==> src/rtl/stream_pkg.sv <==
`default_nettype none
// ============================================================================
//  Module      : stream_pkg
//  Description : Shared types for the 32-bit valid/ready stream family
//                (distributor and arbiter).
//                STREAM_DATA_W - stream word width
//                stream_data_t - stream word type
//                stream_dest_t - output selector (DEST_A / DEST_B)
//  Revision    : 1.0 - initial release
// ============================================================================
package stream_pkg;

    localparam int STREAM_DATA_W = 32;

    typedef logic [STREAM_DATA_W-1:0] stream_data_t;

    typedef enum logic {
        DEST_A = 1'b0,
        DEST_B = 1'b1
    } stream_dest_t;

endpackage
`default_nettype wire

==> src/rtl/dist_fifo.sv <==
`default_nettype none
// ============================================================================
//  Module      : dist_fifo
//  Description : Synchronous per-output FIFO for stream_distributor.
//                DEPTH must be a power of two, minimum 2.
//  Ports       : i_clk, i_rst (async, active-high)
//                i_push / i_push_data - write request and word
//                i_pop                - read request (ignored when empty)
//                o_full / o_empty     - occupancy flags
//                o_head               - oldest word (0 when empty)
//  Revision    : 1.0 - initial release
// ============================================================================
module dist_fifo
    import stream_pkg::*;
#(
    parameter int DEPTH = 2
) (
    input  logic                     i_clk,
    input  logic                     i_rst,
    input  logic                     i_push,
    input  logic [STREAM_DATA_W-1:0] i_push_data,
    input  logic                     i_pop,
    output logic                     o_full,
    output logic                     o_empty,
    output logic [STREAM_DATA_W-1:0] o_head
);

    localparam int c_PTR_W = $clog2(DEPTH);
    localparam int c_CNT_W = $clog2(DEPTH + 1);

    stream_data_t         r_mem [DEPTH];
    logic [c_PTR_W-1:0]   r_wr_ptr;
    logic [c_PTR_W-1:0]   r_rd_ptr;
    logic [c_CNT_W-1:0]   r_count;

    logic                 w_push;
    logic                 w_pop;

    assign o_full  = (r_count == c_CNT_W'(DEPTH));
    assign o_empty = (r_count == '0);

    // A full FIFO refuses a push even when it pops in the same cycle, so the
    // full flag alone gates writes; the caller keeps the word until next cycle.
    assign w_push  = i_push && !o_full;
    assign w_pop   = i_pop && !o_empty;

    // Head is forced to zero while empty so the output reads 0 out of reset.
    assign o_head  = o_empty ? '0 : r_mem[r_rd_ptr];

    // Storage carries no reset; only pointers and count define its contents.
    always_ff @(posedge i_clk) begin
        if (w_push) begin
            r_mem[r_wr_ptr] <= i_push_data;
        end
    end

    // Pointers wrap naturally because DEPTH is a power of two.
    always_ff @(posedge i_clk or posedge i_rst) begin
        if (i_rst) begin
            r_wr_ptr <= '0;
            r_rd_ptr <= '0;
            r_count  <= '0;
        end else begin
            if (w_push) begin
                r_wr_ptr <= r_wr_ptr + c_PTR_W'(1);
            end
            if (w_pop) begin
                r_rd_ptr <= r_rd_ptr + c_PTR_W'(1);
            end
            case ({w_push, w_pop})
                2'b10:   r_count <= r_count + c_CNT_W'(1);
                2'b01:   r_count <= r_count - c_CNT_W'(1);
                default: r_count <= r_count;
            endcase
        end
    end

endmodule
`default_nettype wire

==> src/rtl/stream_distributor.sv <==
`default_nettype none
// ============================================================================
//  Module      : stream_distributor
//  Description : One-in, two-out valid/ready stream distributor. Each word
//                accepted on X passes through a hold register and is pushed
//                into the FIFO of output A or B.
//                Build option DISTRIBUTOR_RR_EN: destination alternates
//                A,B,A,... per accepted word; otherwise it is
//                i_x_data[ROUTE_BIT] (0 -> A, 1 -> B).
//  Ports       : i_clk, i_rst (async, active-high)
//                i_x_data / i_x_valid / o_x_ready - inbound stream
//                o_a_data / o_a_valid / i_a_ready - output A
//                o_b_data / o_b_valid / i_b_ready - output B
//  Revision    : 1.0 - initial release
// ============================================================================
module stream_distributor
    import stream_pkg::*;
#(
    parameter int DEPTH     = 2,
    parameter int ROUTE_BIT = 31
) (
    input  logic                     i_clk,
    input  logic                     i_rst,
    input  logic [STREAM_DATA_W-1:0] i_x_data,
    input  logic                     i_x_valid,
    output logic                     o_x_ready,
    output logic [STREAM_DATA_W-1:0] o_a_data,
    output logic                     o_a_valid,
    input  logic                     i_a_ready,
    output logic [STREAM_DATA_W-1:0] o_b_data,
    output logic                     o_b_valid,
    input  logic                     i_b_ready
);

    logic         r_hold_valid;
    stream_data_t r_hold_data;
    stream_dest_t r_hold_dest;

    stream_dest_t w_x_dest;
    logic         w_x_fire;
    logic         w_drain;
    logic         w_a_full;
    logic         w_a_empty;
    logic         w_b_full;
    logic         w_b_empty;

    // Draining depends only on registered state (hold + FIFO counts), so
    // o_x_ready has no combinational path from i_x_data.
    assign w_drain   = r_hold_valid &&
                       ((r_hold_dest == DEST_A) ? !w_a_full : !w_b_full);
    assign o_x_ready = !i_rst && (!r_hold_valid || w_drain);
    assign w_x_fire  = i_x_valid && o_x_ready;

`ifdef DISTRIBUTOR_RR_EN
    stream_dest_t r_rr_ptr;

    assign w_x_dest = r_rr_ptr;

    // Pointer only moves on an accepted word, so X stalls do not skip a slot.
    always_ff @(posedge i_clk or posedge i_rst) begin
        if (i_rst) begin
            r_rr_ptr <= DEST_A;
        end else if (w_x_fire) begin
            r_rr_ptr <= (r_rr_ptr == DEST_A) ? DEST_B : DEST_A;
        end
    end
`else
    assign w_x_dest = stream_dest_t'(i_x_data[ROUTE_BIT]);
`endif

    // Load wins over drain: a drain and a new word in the same cycle simply
    // replaces the hold contents.
    always_ff @(posedge i_clk or posedge i_rst) begin
        if (i_rst) begin
            r_hold_valid <= 1'b0;
            r_hold_data  <= '0;
            r_hold_dest  <= DEST_A;
        end else if (w_x_fire) begin
            r_hold_valid <= 1'b1;
            r_hold_data  <= i_x_data;
            r_hold_dest  <= w_x_dest;
        end else if (w_drain) begin
            r_hold_valid <= 1'b0;
        end
    end

    dist_fifo #(
        .DEPTH (DEPTH)
    ) u_fifo_a (
        .i_clk       (i_clk),
        .i_rst       (i_rst),
        .i_push      (w_drain && (r_hold_dest == DEST_A)),
        .i_push_data (r_hold_data),
        .i_pop       (i_a_ready),
        .o_full      (w_a_full),
        .o_empty     (w_a_empty),
        .o_head      (o_a_data)
    );

    dist_fifo #(
        .DEPTH (DEPTH)
    ) u_fifo_b (
        .i_clk       (i_clk),
        .i_rst       (i_rst),
        .i_push      (w_drain && (r_hold_dest == DEST_B)),
        .i_push_data (r_hold_data),
        .i_pop       (i_b_ready),
        .o_full      (w_b_full),
        .o_empty     (w_b_empty),
        .o_head      (o_b_data)
    );

    assign o_a_valid = !w_a_empty;
    assign o_b_valid = !w_b_empty;

endmodule
`default_nettype wire

==> config.mk <==
export PLATFORM = sky130hd
export DESIGN_NAME = stream_distributor
export DESIGN_NICKNAME = d
export VERILOG_FILES = /design/src/rtl/stream_pkg.sv /design/src/rtl/dist_fifo.sv /design/src/rtl/stream_distributor.sv
export SDC_FILE = /design/constraint.sdc
export NUM_CORES = 1
export LEC_CHECK = 0
export ABC_AREA = 1
export BUFFER_PORTS_ARGS = -buffer_cell sky130_fd_sc_hd__buf_2
export CAP_MARGIN = 10
export CORE_MARGIN = 5
export CORE_UTILIZATION = 25
export CTS_CLUSTER_DIAMETER = 60
export DETAILED_ROUTE_END_ITERATION = 16
export HOLD_SLACK_MARGIN = 0.03
export PLACE_DENSITY_LB_ADDON = 0.12
export SYNTH_ARGS = -nofsm -noshare
export SYNTH_HDL_FRONTEND = slang
export SYNTH_HIERARCHICAL = 1
export SYNTH_SLANG_ARGS = --single-unit
==> constraint.sdc <==
create_clock -name i_clk -period 4.7 [get_ports i_clk]
set_input_delay 0.235 -clock i_clk [delete_from_list [all_inputs] [get_ports i_clk]]
set_output_delay 0.235 -clock i_clk [all_outputs]
set_load 0.02 [all_outputs]
; ---- Yosys cells after proc, flatten, opt, wreduce, memory -nomap -nowiden
; Memory sizes are Yosys's and may differ from the RTL's.
; Index checks and enable logic that the tools add are counted.
[classes]
n_bitwise = 1
n_eq_ne = 6
n_mux = 11
add_sub_neg = 8
n_reduce_logical = 21
[op_table]
columns = cell, count
row1 = 32-bit 2-to-1 mux, 2
row2 = 1-bit logical AND, 9
row3 = 2-bit equality test (second input constant), 4
row4 = 2-bit one-hot mux with 2 select lines, 2
row5 = 1-bit 2-to-1 mux, 7
row6 = 1-bit logical NOT, 6
row7 = 2-bit nonzero test, 3
row8 = 1-bit adder (second input constant), 4
row9 = 2-bit by 1-bit adder with 2-bit output (second input constant), 2
row10 = 2-bit by 1-bit equality test with 1-bit output (second input constant), 2
row11 = 2-bit logical NOT, 2
row12 = 2-bit by 1-bit subtractor with 2-bit output (second input constant), 2
row13 = 1-bit logical OR, 1
row14 = 1-bit inverter, 1
[word_totals]
mem_bits_rw = 128
ff_bits = 42
mem_count = 2
input_bits = 37
[mem_list]
columns = name, depth, width, rd, rd_clocked_by_memory_dff, wr, line
row1 = u_fifo_a.r_mem, 2, 32, 1, 0, 1, dist_fifo.sv:31  ; stream_data_t r_mem [DEPTH];
row2 = u_fifo_b.r_mem, 2, 32, 1, 0, 1, dist_fifo.sv:31

; ---- Depth between registers and ports, before layout
; Gate-level depths: netlist of the first run.
[depth]
depth_word = 8
ltp_mapped = 12
mapped_depth_nobuf = 12

; ---- Modules after synthesis
; The synthesis of the first run kept the hierarchy.
[modules_own_cells]
columns = module, area_each_um2, instances, cells_each, seq_area_each_um2
row1 = dist_fifo, 2620.0, 2, 203, 2021.9
row2 = stream_distributor, 1423.9, 1, 157, 825.8

; ---- Worst setup path after synthesis of the first run
; OpenSTA, ideal clock, no wires.
[synth_timing]
path_kind = register to register
start = register u_fifo_b.r_count[1]
end = memory u_fifo_b/r_mem[1][0] (netlist bit), enable pin
setup_slack_ns = 1.983
arrival_ns = 2.296
stages_incl_launch_ff = 8
path_buffers = 0
setup_ns = 0.421
path_cell_list = dfrtp_1 inv_1 nor2_1 inv_1 nand2_1 nor2_1 o21ai_0 nor2_1
[synth_between]
elab_chain_len = 8
[synth_rtl]
columns = item, line
row1 = "start, declared", dist_fifo.sv:34  ; logic [c_CNT_W-1:0] r_count;
row2 = "start signal, assigned", dist_fifo.sv:71  ; 2'b10: r_count <= r_count + c_CNT_W'(1);
row3 = "start signal, assigned", dist_fifo.sv:72  ; 2'b01: r_count <= r_count - c_CNT_W'(1);
row4 = "start signal, assigned", dist_fifo.sv:73  ; default: r_count <= r_count;
row5 = 2-bit equality test *, dist_fifo.sv:39  ; assign o_full = (r_count == c_CNT_W'(DEPTH));
row6 = named net w_b_full, stream_distributor.sv:44  ; logic w_b_full;
row7 = 1-bit logical NOT *, "dist_fifo.sv:44, stream_distributor.sv:50"
row8 = 1-bit 2-to-1 mux, stream_distributor.sv:50  ; ((r_hold_dest == DEST_A) ? !w_a_full : !w_b_full);
row9 = 1-bit logical AND, stream_distributor.sv:49  ; assign w_drain = r_hold_valid &&
row10 = 1-bit logical AND, stream_distributor.sv:105  ; .i_push (w_drain && (r_hold_dest == DEST_B)),
row11 = 1-bit logical AND *, dist_fifo.sv:44  ; assign w_push = i_push && !o_full;
row12 = 1-bit 2-to-1 mux *, dist_fifo.sv:52  ; if (w_push) begin
row13 = 1-bit 2-to-1 mux (implied by the code) *, dist_fifo.sv:53  ; r_mem[r_wr_ptr] <= i_push_data;
row14 = "end, declared", dist_fifo.sv:31
; Mark *: on every way through the listed nets, which the timed path passes. The rest lies on a longest branch.

; ---- Final worst setup path of the first run
[layout_timing]
start = register u_fifo_a.r_rd_ptr
end = output o_a_data[14]
[layout_between]
elab_chain_len = 2
[layout_rtl]
columns = item, line
row1 = "start, declared", dist_fifo.sv:33  ; logic [c_PTR_W-1:0] r_rd_ptr;
row2 = "start signal, assigned", dist_fifo.sv:68  ; r_rd_ptr <= r_rd_ptr + c_PTR_W'(1);
row3 = memory read 2 x 32 bit, --
row4 = 32-bit 2-to-1 mux, dist_fifo.sv:48  ; assign o_head = o_empty ? '0 : r_mem[r_rd_ptr];
row5 = "end, declared", stream_distributor.sv:27  ; output logic [STREAM_DATA_W-1:0] o_a_data,
; Every way passes these cells.

==> results.py, run 1 <==
metrics = {
    "outcome": {
        "outcome": "finished clean",
    },
    "floorplanning": {
        "die_h_um": 173,
        "die_w_um": 173,
        "die_area_um2": 30000,
        "io_pins": 104,
        "rows": 59,
        "design.core.area_um2": 26100,
        "initial_utilization": 0.255,
    },
    "sta": {
        "min_period_ns": 2.68,
        "report.final.slew_viol_count": 0,
        "fin_skew_ns": 0.0116,
        "hold-worst-slack_ns": 0.0628,
        "tns_ns": 0,
        "tightest_slew_ns": 1.10,
        "fin_crit_sh": 0.570,
        "setup_viol": 0,
        "layout_setup_ws_ns": 2.02,
        "relSlewSlack": 0.268,
        "finalHoldViolations": 0,
        "rsz0062_at_grt": "no",
        "fmax_mhz": 373,
    },
    "critical_path": {
        "cp-end-kind": "output port",
        "startpoint": "u_fifo_a/r_rd_ptr",
        "setup.worst_path.class": "flip-flop to output port",
        "r2r-start": "u_fifo_b/r_count[0]",
        "crit_arrival_ns": 2.45,
        "slowest_delay_ns": 0.69,
        "crit_buf_inv": 2,
        "path_cells": "inv_2 > nand2_1 > a21oi_1 > buf_2",
        "rrSetupSlack_ns": 2.31,
        "worstRegToRegCells": 6,
        "crit_fanout": 34,
        "cp-start-kind": "flip-flop",
        "slowest_stage": "dfrtp_2",
        "path_delay_family": "buffers and inverters",
        "cp.required_ns": 4.47,
        "worstReg2RegEnd": "u_fifo_b/r_mem[1][26]",
    },
    "cts": {
        "clk-insertion-delay-late_ns": 0.42,
        "clock_path_buffers": 2,
        "clock-sinks": 169,
        "root_buffer": "clkbuf_16",
        "ctsHtreeMaxLevel": 4,
        "postCtsHoldBufs": 1,
        "cts_tree": "done",
        "cts_resized": 0,
        "clkTransAtPathRegs_ns": 0.06,
        "cts_setup_buffers": 0,
        "numCtsBuffers": 17,
    },
    "routing": {
        "num_vias": 4309,
        "ant_nets": 0,
        "viasPerCell": 4.30,
        "drtIter0Drc": 166,
        "wire_per_inst_um": 17.3,
        "drt_wl_total_mm": 17.3,
        "dr.pass1.iters": 4,
        "drc_errors": 0,
    },
    "power": {
        "netSwitchingPower_mw": 2.10,
        "combPwrFrac": 0.334,
        "p_sw_frac": 0.395,
        "power_leakage_nw": 3.27,
        "ir_drop_uv": 230,
        "clkPwrFrac": 0.245,
        "internal_power_mw": 3.21,
        "p_seq_frac": 0.422,
        "power_density_nw_per_um2": 663,
    },
    "final_layout": {
        "drive_gt1_frac": 0.214,
        "multiInputGateArea_um2": 1520,
        "seqCellArea_um2": 4870,
        "fillers": 2726,
        "finalNonFillerCells": 1002,
        "final_nets": 693,
        "stdcell_area_um2": 7990,
        "diodes": 0,
        "syn_to_final_growth_pct": 19.9,
    },
    "place": {
        "io_buffers": 103,
        "gp_congestion": 0.710,
        "dp_hpwl_mm": 10.8,
        "place_inst": 969,
        "place_ws_ns": 2.29,
        "placed_area_um2": 7430,
    },
    "hold_path": {
        "hold_class": "input pin to flip-flop",
        "worst_hold_path.num_cells": 3,
        "hold_path_startpoint": "i_x_data[11]",
        "hold_end": "r_hold_data[11]",
    },
    "grt": {
        "grt_max_degree": 36,
        "antenna_found_initial": 0,
        "grt_pass1_vias": 4374,
        "grt_overflow": 0,
        "grt.total_usage": 0.118,
        "grt_pass1_wl_mm": 26.9,
    },
    "logic_synthesis": {
        "synth_area_leaders": "edfxtp_1 (58%), dfrtp_1 (15%), nand2_1 (12%)",
        "synth_nets": 602,
        "yosysSeqAreaShare": 0.731,
        "yosysTopAreaCellShare": 0.577,
        "synth_top_cell_by_area": "edfxtp_1",
        "ys_ff_latch": 169,
        "avgSynthCellArea_um2": 11.8,
        "ys_types": 20,
        "yosys_warnings": 6,
        "synthCells": 563,
        "syn_area_um2": 6660,
    },
    "job": {
        "drv_cap": 0,
    },
}
==> through the flow <==
| stage | power [mW] | util |
|---|---|---|
| final | 5.30 | 0.306 |
| after global routing | 5.65 | 0.306 |
| after CTS | 5.41 | 0.306 |
| after detailed placement | 4.10 | 0.284 |
| after global placement | 4.07 | 0.284 |
| after floorplan | 3.39 | - |
==> power groups by stage <==
stage / Clock, mW / Combinational, mW / Sequential [mW]
floorplan: 0 / 1.28 / 2.10
global placement: 0 / 1.81 / 2.26
detailed placement: 0 / 1.82 / 2.28
CTS: 1.33 / 1.83 / 2.25
global route: 1.40 / 1.96 / 2.28
finish: 1.30 / 1.77 / 2.24
==> flip-flops by register name (all words and copies together) (netlist names) <==
signal / cells
u_fifo_a/r_rd_ptr: 1
r_hold_data: 32
u_fifo_a/r_mem: 64
u_fifo_b/r_count: 2
u_fifo_a/r_count: 2
u_fifo_a/r_wr_ptr: 1
u_fifo_b/r_wr_ptr: 1
r_hold_valid: 1
u_fifo_b/r_rd_ptr: 1
u_fifo_b/r_mem: 64
==> placed cells by master, fill, tap and decap left out, types with 3 or more instances in the layout <==
master | netlist | layout
a21oi_1 | 64 | 64
buf_2 | 15 | 103
clkbuf_1 | 3 | 5
clkbuf_16 | 0 | 17
clkinvlp_4 | 0 | 3
dfrtp_1 | 41 | 39
edfxtp_1 | 128 | 128
inv_1 | 24 | 22
inv_2 | 2 | 5
nand2_1 | 210 | 210
nand3_1 | 4 | 4
nand4_1 | 34 | 34
nor2_1 | 8 | 6
nor2_4 | 0 | 4
o21ai_0 | 4 | 4
==> worst min-delay path, stage by stage <==
cell and delay (ns):
buf_2 0.07, nand4_1 0.07, nand2_1 0.07
==> area by class of cell <==
cell class	instances	share of cell area
multi-input combinational	334	0.190
sequential	169	0.610
clock inverter	8	0.00924
clock buffer	24	0.0590
timing repair buffer	105	0.0667
tap	335	0.0525
inverter	27	0.0127
==> per-layer routing <==
layer | vias to the layer above | share of wire | wire length [um] | track usage
met5 | - | 0 | 0 | 0
met4 | 0 | 0.018 | 305 | 0.0402
met3 | 25 | 0.044 | 769 | 0.0299
met2 | 101 | 0.48 | 8240 | 0.193
met1 | 2072 | 0.46 | 8020 | 0.154
li1 | 2111 | - | - | -
==> cells by family after synthesis <==
| family | Yosys count | share of synthesized area |
|---|---|---|
| AND/OR/NAND/NOR | 261 | 0.166 |
| flip-flops | 169 | 0.731 |
| AO/OA/AOI/OAI | 69 | 0.0520 |
| buffers and inverters | 60 | 0.0451 |
| XOR/XNOR | 2 | 0.00263 |
| adder cells (fa/ha/maj) | 2 | 0.00375 |
==> how the worst max path moves through the flow <==
stage                                 endpoint  slack [ns]  depth (start not counted)
after floorplan           u_fifo_b/r_mem[1][0]        1.98                          7
after global placement    u_fifo_a/r_mem[1][5]        2.35                          7
after detailed placement  u_fifo_a/r_mem[1][6]        2.29                          7
after CTS                         o_a_data[10]        1.95                          4
after global routing              o_a_data[14]        1.81                          4
final                             o_a_data[14]        2.02                          4
==> Yosys cell counts <==
cell        n
nand3_1     4
edfxtp_1  128
inv_2       2
buf_2      15
nand3_4     2
nor2_1      8
xnor2_1     2
a31oi_1     1
o21ai_0     4
dfrtp_1    41
ha_1        2
nand2_1   210
clkinv_1    1
clkbuf_1    3
inv_1      24
nor2_2      2
a21oi_1    64
buf_4      15
nand4_1    34
nand2_2     1
Note: power is estimated with default switching activity, not from simulation.
==> inputs of run 2 (changes only) <==
==> constraint.sdc (replaced) <==
create_clock -name i_clk -period 2.3 [get_ports i_clk]
set_input_delay 0.115 -clock i_clk [delete_from_list [all_inputs] [get_ports i_clk]]
set_output_delay 0.115 -clock i_clk [all_outputs]
set_load 0.02 [all_outputs]
==> run 2 against run 1 <==
Against the previous run: clock power up 140%; hold slack improved by 0.049 ns; combinational power increased by 130%; core utilization rose by 2.5 points; largest power group unchanged; wire length grew 5.2%; sequential power grew 96%; die area unchanged; setup slack worse by 1.8 ns.
==> results.py, run 2 (synthesis gave the netlist of run 1 again) <==
metrics = {
    "outcome": {
        "outcome": "finished clean",
    },
    "final_layout": {
        "syn_to_final_growth_pct": 29.8,
        "diodes": 0,
        "drive_gt1_frac": 0.236,
        "layout_common_cells": "nand2_1 (210), edfxtp_1 (128), buf_2 (103)",
        "final_nets": 747,
        "top_regs": "u_fifo_a/r_mem: 64 flops, u_fifo_b/r_mem: 64 flops, r_hold_data: 32 flops",
        "layout_commonest_cell": "nand2_1",
    },
    "routing": {
        "drtIter0Drc": 203,
        "dr.pass1.iters": 6,
        "ant_nets": 0,
        "drc_errors": 0,
        "drt_wl_total_mm": 18.2,
        "num_vias": 4522,
        "viasPerCell": 4.28,
        "wire_per_inst_um": 17.3,
    },
    "place": {
        "io_buffers": 103,
        "gp_congestion": 0.740,
        "dp_hpwl_mm": 12.4,
    },
    "grt": {
        "use_met2": 0.215,
        "grt_pass1_wl_mm": 28.4,
        "top_usage_layer": "met2",
        "met3_usage": 0.0255,
        "grt_overflow": 0,
        "grt_max_degree": 40,
        "antenna_found_initial": 0,
        "grt_pass1_vias": 4518,
        "gr-usage-met1": 0.159,
        "grt.total_usage": 0.124,
    },
    "critical_path": {
        "path_cells": "inv_2 > buf_4 > nand2_1 > a21oi_1 > buf_2",
        "crit_arrival_ns": 1.95,
        "cp-start-kind": "flip-flop",
        "cp-end-kind": "output port",
        "path_delay_family": "buffers and inverters",
        "slowest_stage": "dfrtp_1",
        "crit_buf_inv": 3,
        "setup.worst_path.class": "flip-flop to output port",
        "cp.required_ns": 2.18,
        "crit_fanout": 20,
        "slowest_delay_ns": 0.58,
    },
    "floorplanning": {
        "die_w_um": 173,
        "design.core.area_um2": 26100,
        "initial_utilization": 0.255,
        "die_area_um2": 30000,
        "rows": 59,
        "die_h_um": 173,
        "io_pins": 104,
    },
    "cts": {
        "clock-sinks": 169,
        "root_buffer": "clkbuf_16",
        "numCtsBuffers": 17,
        "ctsHtreeMaxLevel": 4,
        "postCtsHoldBufs": 34,
        "cts_tree": "done",
        "clkTransAtPathRegs_ns": 0.06,
        "cts_setup_buffers": 0,
        "cts_resized": 0,
        "clk-insertion-delay-late_ns": 0.42,
        "clock_path_buffers": 2,
    },
    "sta": {
        "fin_crit_sh": 0.897,
        "fin_skew_ns": 0.0148,
        "rsz0062_at_grt": "no",
        "report.final.slew_viol_count": 0,
        "relSlewSlack": 0.631,
        "min_period_ns": 2.06,
        "tns_ns": 0,
        "tightest_slew_ns": 0.548,
        "fmax_mhz": 485,
        "finalHoldViolations": 0,
        "setup_viol": 0,
    },
    "power": {
        "p_total_mw": 11.6,
        "power_leakage_nw": 3.59,
        "power_density_nw_per_um2": 1340,
        "ir_drop_uv": 446,
    },
    "job": {
        "drv_cap": 0,
    },
    "hold_path": {
        "hold_class": "input pin to flip-flop",
    },
}
[run 2: layout make-up]
type | count | area [um^2]
Multi-Input combinational cell | 334 | 1520
Sequential cell | 169 | 4870
Inverter | 27 | 101
Tap cell | 335 | 419
Fill cell | 2677 | 17500
Timing Repair Buffer | 159 | 1080
Clock buffer | 17 | 425
Clock inverter | 15 | 229
[run 2: worst paths after layout]
path | from | end | slack (ns) | depth (start not counted)
max | u_fifo_b/r_rd_ptr | o_b_data[0] | 0.24 | 5
min | i_b_ready | u_fifo_b/r_rd_ptr | 0.11 | 4
max reg2reg | u_fifo_b/r_count[1] | u_fifo_b/r_count[1] | 0.38 | 11
min reg2reg | u_fifo_a/r_wr_ptr | u_fifo_a/r_wr_ptr | 0.50 | 2
max in group asynchronous | i_rst | r_hold_data[0] | 1.51 | 4
min in group asynchronous | i_rst | u_fifo_b/r_wr_ptr | 0.19 | 3
[run 2: through the flow]
step	hold slack (ns)	std cells	util	worst slack, ns	area (um^2)
global route	0.106	1056	0.331	0.0982	8650
CTS	0.104	1056	0.331	0.168	8650
finish	0.112	1056	0.331	0.237	8650
global placement	0.0805	990	0.293	0.394	7650
floorplan	-0.119	563	-	0.0962	6670
detailed placement	0.0791	990	0.293	0.393	7650
[run 2: per-layer routing]
metal  vias up  share of wire
li1       2227              -
met1      2191           0.45
met2        94           0.51
met3        10          0.033
met4         0         0.0082
met5         -              0
[run 2: worst min-delay path: cells and delay by family]
family                 cells  cell delay, ns
and+or+nand+nor            1            0.05
buffers and inverters      2            0.15
AOI/OAI and AO/OA          1            0.16
[run 2: report_power, final]
group	switching, mW	internal [mW]	leakage [nW]
registers	0.394	4.01	1.68
clock network	1.32	1.78	0.316
logic	2.85	1.22	1.60
total	4.57	7.01	3.59
